File: config.mk
export PLATFORM = sky130hd
export DESIGN_NAME = and_gate_unit_flat
export DESIGN_NICKNAME = d
export VERILOG_FILES = /design/src/rtl/and_gate_pkg.sv /design/src/rtl/and_gate_unit_if.sv /design/src/rtl/and_pipe_reg.sv /design/src/rtl/and_gate_unit.sv /design/src/flat_wrapper.sv
export SDC_FILE = /design/constraint.sdc
export NUM_CORES = 1
export LEC_CHECK = 0
export ABC_AREA = 1
export CAP_MARGIN = 20
export CORE_AREA = 2 2 39 41
export CTS_BUF_LIST = sky130_fd_sc_hd__clkbuf_16
export DETAILED_ROUTE_END_ITERATION = 8
export DIE_AREA = 0 0 41 43
export GPL_TIMING_DRIVEN = 0
export PLACE_DENSITY = 0.73
export SLEW_MARGIN = 20
export SYNTH_ARGS = -nofsm -noshare
export SYNTH_HDL_FRONTEND = slang
export SYNTH_SLANG_ARGS = --single-unit
export TNS_END_PERCENT = 50
File: constraint.sdc
create_clock -name clk -period 1.9 [get_ports clk]
set_clock_uncertainty 0.15 [all_clocks]
set_input_delay 0.19 -clock clk [delete_from_list [all_inputs] [get_ports clk]]
set_output_delay 0.19 -clock clk [all_outputs]
set_load 0.1 [all_outputs]
File: src/rtl/and_gate_pkg.sv
// Shared types and the per-bit logic function for the mode-selectable AND stage.
package and_gate_pkg;

  typedef enum logic [1:0] {
    MODE_AND  = 2'd0,
    MODE_NAND = 2'd1,
    MODE_ANDN = 2'd2,
    MODE_OFF  = 2'd3
  } and_mode_e;

  function automatic logic and_fn(input logic a, input logic b, input and_mode_e mode);
    logic y;
    case (mode)
      MODE_AND:  y = a & b;
      MODE_NAND: y = ~(a & b);
      MODE_ANDN: y = a & ~b;
      default:   y = 1'b0;
    endcase
    return y;
  endfunction

endpackage

File: src/rtl/and_gate_unit_if.sv
// Operand/result bundle for and_gate_unit; master drives operands, slave returns results.
interface and_gate_unit_if #(
  parameter int unsigned WIDTH = 1,
  parameter int unsigned CNT_W = 8
);

  logic [WIDTH-1:0] in_a;
  logic [WIDTH-1:0] in_b;
  logic [1:0]       mode;
  logic             in_valid;
  logic [WIDTH-1:0] out_y;
  logic             out_valid;
  logic [CNT_W-1:0] hi_count;

  modport master (
    output in_a, in_b, mode, in_valid,
    input  out_y, out_valid, hi_count
  );

  modport slave (
    input  in_a, in_b, mode, in_valid,
    output out_y, out_valid, hi_count
  );

endinterface

File: src/rtl/and_pipe_reg.sv
// One pipeline stage: a WIDTH+1-bit register ({valid, data}) with asynchronous clear.
module and_pipe_reg #(
  parameter int unsigned WIDTH = 1
) (
  input  logic             clk,
  input  logic             rst,
  input  logic [WIDTH:0]   d,
  output logic [WIDTH:0]   q
);

  always_ff @(posedge clk or posedge rst) begin
    if (rst) q <= '0;
    else     q <= d;
  end

endmodule

File: src/rtl/and_gate_unit.sv
// Registered, mode-selectable bitwise AND with a valid-tagged pipeline and a
// saturating counter of valid all-ones results.
module and_gate_unit
  import and_gate_pkg::*;
#(
  parameter int unsigned WIDTH       = 1,
  parameter int unsigned PIPE_STAGES = 1,
  parameter int unsigned CNT_W       = 8
) (
  input  logic          clk,
  input  logic          rst,
  and_gate_unit_if.slave bus
);

  logic [WIDTH-1:0]                fnY;
  logic [PIPE_STAGES:0][WIDTH:0]   chain;
  logic [CNT_W-1:0]                hiCount;

  always_comb begin
    fnY = '0;
    for (int unsigned i = 0; i < WIDTH; i++) begin
      fnY[i] = and_fn(bus.in_a[i], bus.in_b[i], and_mode_e'(bus.mode));
    end
  end

  // Element 0 is the unregistered stage input; element PIPE_STAGES is the output stage.
  assign chain[0] = {bus.in_valid, fnY};

  for (genvar s = 0; s < PIPE_STAGES; s++) begin : g_pipe
    and_pipe_reg #(.WIDTH(WIDTH)) u_reg (
      .clk (clk),
      .rst (rst),
      .d   (chain[s]),
      .q   (chain[s+1])
    );
  end

  assign bus.out_valid = chain[PIPE_STAGES][WIDTH];
  assign bus.out_y     = chain[PIPE_STAGES][WIDTH-1:0];

  always_ff @(posedge clk or posedge rst) begin
    if (rst) begin
      hiCount <= '0;
    end else if (bus.out_valid && (&bus.out_y) && (hiCount != '1)) begin
      hiCount <= hiCount + 1'b1;
    end
  end

  assign bus.hi_count = hiCount;

endmodule

File: src/flat_wrapper.sv
// flat-port wrapper written by rule: the top's interface ports become plain ports
module and_gate_unit_flat import and_gate_pkg::*;
#(
  parameter int unsigned WIDTH       = 1,
  parameter int unsigned PIPE_STAGES = 1,
  parameter int unsigned CNT_W       = 8
)
  (clk, rst, bus_in_a, bus_in_b, bus_mode, bus_in_valid, bus_out_y, bus_out_valid, bus_hi_count);
  and_gate_unit_if #(.WIDTH(WIDTH), .CNT_W(CNT_W)) bus_i ();
  input  logic clk;
  input  logic rst;
  input wire logic [$bits(bus_i.in_a)-1:0] bus_in_a;
  input wire logic [$bits(bus_i.in_b)-1:0] bus_in_b;
  input wire logic [$bits(bus_i.mode)-1:0] bus_mode;
  input wire logic [$bits(bus_i.in_valid)-1:0] bus_in_valid;
  output wire logic [$bits(bus_i.out_y)-1:0] bus_out_y;
  output wire logic [$bits(bus_i.out_valid)-1:0] bus_out_valid;
  output wire logic [$bits(bus_i.hi_count)-1:0] bus_hi_count;
  assign bus_i.in_a = bus_in_a;
  assign bus_i.in_b = bus_in_b;
  assign bus_i.mode = bus_mode;
  assign bus_i.in_valid = bus_in_valid;
  assign bus_out_y = bus_i.out_y;
  assign bus_out_valid = bus_i.out_valid;
  assign bus_hi_count = bus_i.hi_count;
  and_gate_unit #(.WIDTH(WIDTH), .PIPE_STAGES(PIPE_STAGES), .CNT_W(CNT_W)) u_core (.clk(clk), .rst(rst), .bus(bus_i));
endmodule
==> metrics.json, run 1 <==
{
  "pwr": {
    "power.density_cell_area_nw_per_um2": 1490,
    "clockPowerShare_pct": 31.2,
    "power_switching_share_pct": 46.2,
    "report.power.total_mw": 1.21,
    "worst_ir_drop_vdd_uv": 755,
    "power_switching_mw": 0.560,
    "internal-power_mw": 0.651,
    "static-leakage-power_nw": 0.429,
    "power_frac_comb_pct": 43.7,
    "pwr-share-seq_pct": 25.1
  },
  "placed_design": {
    "dpl_wire_length_um": 779,
    "input_output_buffers": 16,
    "gpl.final_weighted_congestion": 0.730,
    "post_place_instance_area_um2": 747
  },
  "logic_synthesis": {
    "synth_seq_cells": 10,
    "postSynthCellCount": 71,
    "synth_top_cell_area_share_pct": 44.4,
    "syn_warnings": 0,
    "synth_nets": 79,
    "syn-cell-area_um2": 563,
    "synth_edf_count": 0,
    "most_repeated_cell_in_the_gate_level_netlist_after_synthesis": "sky130_fd_sc_hd__nand2_1",
    "synth_top_area_cell": "sky130_fd_sc_hd__dfrtp_1",
    "postSynth.topFlopCell": "sky130_fd_sc_hd__dfrtp_1",
    "yosysSeqAreaShare_pct": 44.4,
    "synthDistinctLibCells": 20,
    "synthTopCellsByArea": "sky130_fd_sc_hd__dfrtp_1 44%, sky130_fd_sc_hd__nand2_1 15%, sky130_fd_sc_hd__nand3_1 8.0%, sky130_fd_sc_hd__inv_1 5.3%, sky130_fd_sc_hd__nand2_4 4.0%",
    "syn-mean-instance-area_um2": 7.93,
    "postSynth.asyncResetShare_pct": 100,
    "ys_top_cells_by_count": "22 x sky130_fd_sc_hd__nand2_1, 10 x sky130_fd_sc_hd__dfrtp_1, 9 x sky130_fd_sc_hd__nand3_1"
  },
  "clock_tree": {
    "clk_pin_slew_worst_paths_ns": 0.04,
    "worstSkewPairLatency_ns": 0.24,
    "tritoncts": "done",
    "htree_levels": 1,
    "cts_sinks": 10,
    "max-clock-path-buffers": 2,
    "cts_root_buffer": "sky130_fd_sc_hd__clkbuf_16",
    "hold_buffers": 0,
    "cts-buffers-inserted": 3
  },
  "setup_path": {
    "cp_num_cells": 1,
    "cp-endpoint": "bus_hi_count[4]",
    "critical_path_class": "reg -> out",
    "timing.critical_path.slowest_cell_delay_ns": 0.85,
    "timing.rr.start": "u_core.bus.hi_count[0]$_DFFE_PP0P_",
    "required_ns": 1.56,
    "cpLargestDelayFamily": "buffers and inverters",
    "cp_max_fo": 5,
    "element_type_at_the_critical_path_start": "flop",
    "startpoint": "u_core.bus.hi_count[4]$_DFFE_PP0P_",
    "regToRegEndpoint": "u_core.bus.hi_count[2]$_DFFE_PP0P_",
    "crit_chain": "clkdlybuf4s15_1",
    "endpoint_kind": "primary output",
    "cp.arrival_ns": 1.50,
    "reg2reg_depth": 7,
    "cp.buffers_inverters": 1,
    "rrSetupSlack_ns": 0.46,
    "cp_slowest_cell": "sky130_fd_sc_hd__clkdlybuf4s15_1"
  },
  "route": {
    "drt_iter0_markers": 13,
    "route.vias.total": 533,
    "wl_per_cell_um": 10.4,
    "post_drt_via_cell_ratio": 4.98,
    "routed_wirelength_um": 1110,
    "antenna_violating_nets_post_route": 0,
    "detailedRoute.firstPassIterationCount": 4,
    "drc": 0
  },
  "grt": {
    "grtUsageMet2_pct": 22.5,
    "grt_pass1_wl_um": 1890,
    "grtUsageMet3_pct": 4.71,
    "grt_util_all_layers_pct": 16.4,
    "grt_pass1_vias": 481,
    "gr-usage-met1_pct": 20.7,
    "grt.busiest_layer": "met2",
    "grt_antenna_before_repair": 0,
    "overflow": 0,
    "pin_count_of_the_biggest_net_entering_global_routing": 11
  },
  "floorplanning": {
    "io-pin-count": 17,
    "core_region_area_um2": 1380,
    "die_h_um": 43,
    "dieWidth_um": 41,
    "initial_utilization_pct": 40.7,
    "fp.dieArea_um2": 1760,
    "rows": 14
  },
  "layout": {
    "total_area_of_multi_input_combinational_cells_um2": 268,
    "finish.instance_area_um2": 811,
    "layout-drive-gt1-share_pct": 18.7,
    "footprint_of_the_flip_flops_and_latches_um2": 254,
    "n_fill_cell": 132,
    "nNetsFinal": 100,
    "antenna_cells_inserted": 0,
    "area.growth.synth_to_final_pct": 44.0
  },
  "sta": {
    "timing.final.setup_violations": 0,
    "timing_worst_slew_pin_value_ns": 0.966,
    "timing.slew.headroom_pct": 35.8,
    "drv_slew": 0,
    "finalWorstPathRequiredPeriod_ns": 1.84,
    "fin_crit_sh_pct": 97.0,
    "setup_repair_after_global_routing_missed_its_margin": "no",
    "max_freq_mhz": 542,
    "final_hold_viol_count": 0
  },
  "status": {
    "status": "complete, no violations"
  },
  "min_path": {
    "timing.hold.worst.class": "in -> async"
  },
  "flow_run": {
    "max_cap_violations": 0
  }
}
## flip-flops by register name, summed over array words and instances, names as in the netlist
register / flops
u_core.bus.hi_count: 8
u_core.g_pipe.u_reg.q: 2
## metrics by stage
stage                     std cells  setup WS (ns)  util, %  setup TNS (ns)  hold WS, ns
after floorplan                  71         0.0366        -               0       -0.120
after global placement          103        -0.0106     54.0         -0.0106        0.348
after detailed placement        103        -0.0212     54.0         -0.0212        0.352
after CTS                       107         0.0174     58.8               0        0.102
after global routing            107         0.0124     58.6               0        0.127
final                           107         0.0562     58.6               0       0.0817
## layout by cell type (no fill, tap or decap), types with 2 or more instances in the layout
cell,instances
sky130_fd_sc_hd__inv_1,9
sky130_fd_sc_hd__dfrtp_2,3
sky130_fd_sc_hd__nand2_4,2
sky130_fd_sc_hd__dlygate4sd2_1,8
sky130_fd_sc_hd__nand2_1,22
sky130_fd_sc_hd__clkdlybuf4s50_1,6
sky130_fd_sc_hd__inv_2,2
sky130_fd_sc_hd__clkbuf_16,3
sky130_fd_sc_hd__nor2_2,2
sky130_fd_sc_hd__nand3b_1,2
sky130_fd_sc_hd__nand3_1,9
sky130_fd_sc_hd__a21oi_1,2
sky130_fd_sc_hd__o21ai_0,2
sky130_fd_sc_hd__dfrtp_1,7
## final cells by class
| type | instances | area share (%) |
|---|---|---|
| multi-input combinational | 50 | 33.0 |
| sequential | 10 | 31.3 |
| timing repair buffer | 16 | 17.9 |
| clock buffer | 3 | 9.26 |
| inverter | 10 | 4.63 |
| tap | 16 | 2.47 |
| buffer | 1 | 0.926 |
| clock inverter | 1 | 0.463 |
## what timing repair did
action	CTS	global route
pin swaps	0	0
endpoints found under the hold margin	0	0
resized for setup	10	3
buffers inserted	0	0
endpoints found under the setup margin	10	2
## power groups by stage
stage          sequential, mW  clock, mW  combinational [mW]
2_1_floorplan           0.611          0               0.132
3_3_place_gp            0.305          0               0.558
3_5_place_dp            0.308          0               0.563
4_1_cts                 0.303      0.380               0.535
5_1_grt                 0.311      0.393               0.556
6_report                0.304      0.378               0.530
## worst min-delay path by stage
stage               from                                     to  slack [ns]  cells after the start
finish               rst  u_core.g_pipe[0].u_reg.q[0]$_DFF_PP0_        0.08                      2
floorplan            rst     u_core.bus.hi_count[3]$_DFFE_PP0P_       -0.12                      1
global placement     rst     u_core.bus.hi_count[6]$_DFFE_PP0P_        0.35                      2
detailed placement   rst     u_core.bus.hi_count[6]$_DFFE_PP0P_        0.35                      2
CTS                  rst  u_core.g_pipe[0].u_reg.q[0]$_DFF_PP0_        0.10                      2
global route         rst  u_core.g_pipe[0].u_reg.q[0]$_DFF_PP0_        0.13                      2
## cells by family after synthesis
| family | Yosys count | synth area share, % |
|---|---|---|
| buf+inv | 11 | 8.00 |
| simple gates | 42 | 37.3 |
| compound gates | 6 | 6.45 |
| fa+ha+maj | 1 | 2.22 |
| flops | 10 | 44.4 |
| xor+xnor | 1 | 1.56 |
## metal layers
metal | vias to the layer above | wire, um
met5 | - | 0
met3 | 4 | 79
met4 | 0 | 33
met1 | 236 | 494
met2 | 27 | 505
li1 | 266 | -
No activity file was read; power rests on OpenSTA's default activity.
==> run 2: changes to the inputs <==
--- a/config.mk
+++ b/config.mk
@@ -6,7 +6,6 @@
 export NUM_CORES = 1
 export LEC_CHECK = 0
 export ABC_AREA = 1
-export CAP_MARGIN = 20
 export CORE_AREA = 2 2 39 41
 export CTS_BUF_LIST = sky130_fd_sc_hd__clkbuf_16
 export DETAILED_ROUTE_END_ITERATION = 8
==> results of run 2 <==
Final layout, timing and power as in run 1 (identical DEF).
==> run 3: changes to the inputs <==
--- a/config.mk
+++ b/config.mk
@@ -10,6 +10,7 @@
 export CTS_BUF_LIST = sky130_fd_sc_hd__clkbuf_16
 export DETAILED_ROUTE_END_ITERATION = 8
 export DIE_AREA = 0 0 41 43
+export GPL_ROUTABILITY_DRIVEN = 0
 export GPL_TIMING_DRIVEN = 0
 export PLACE_DENSITY = 0.73
 export SLEW_MARGIN = 20
==> results of run 3 <==
Final layout, timing and power as in run 1 (identical DEF).
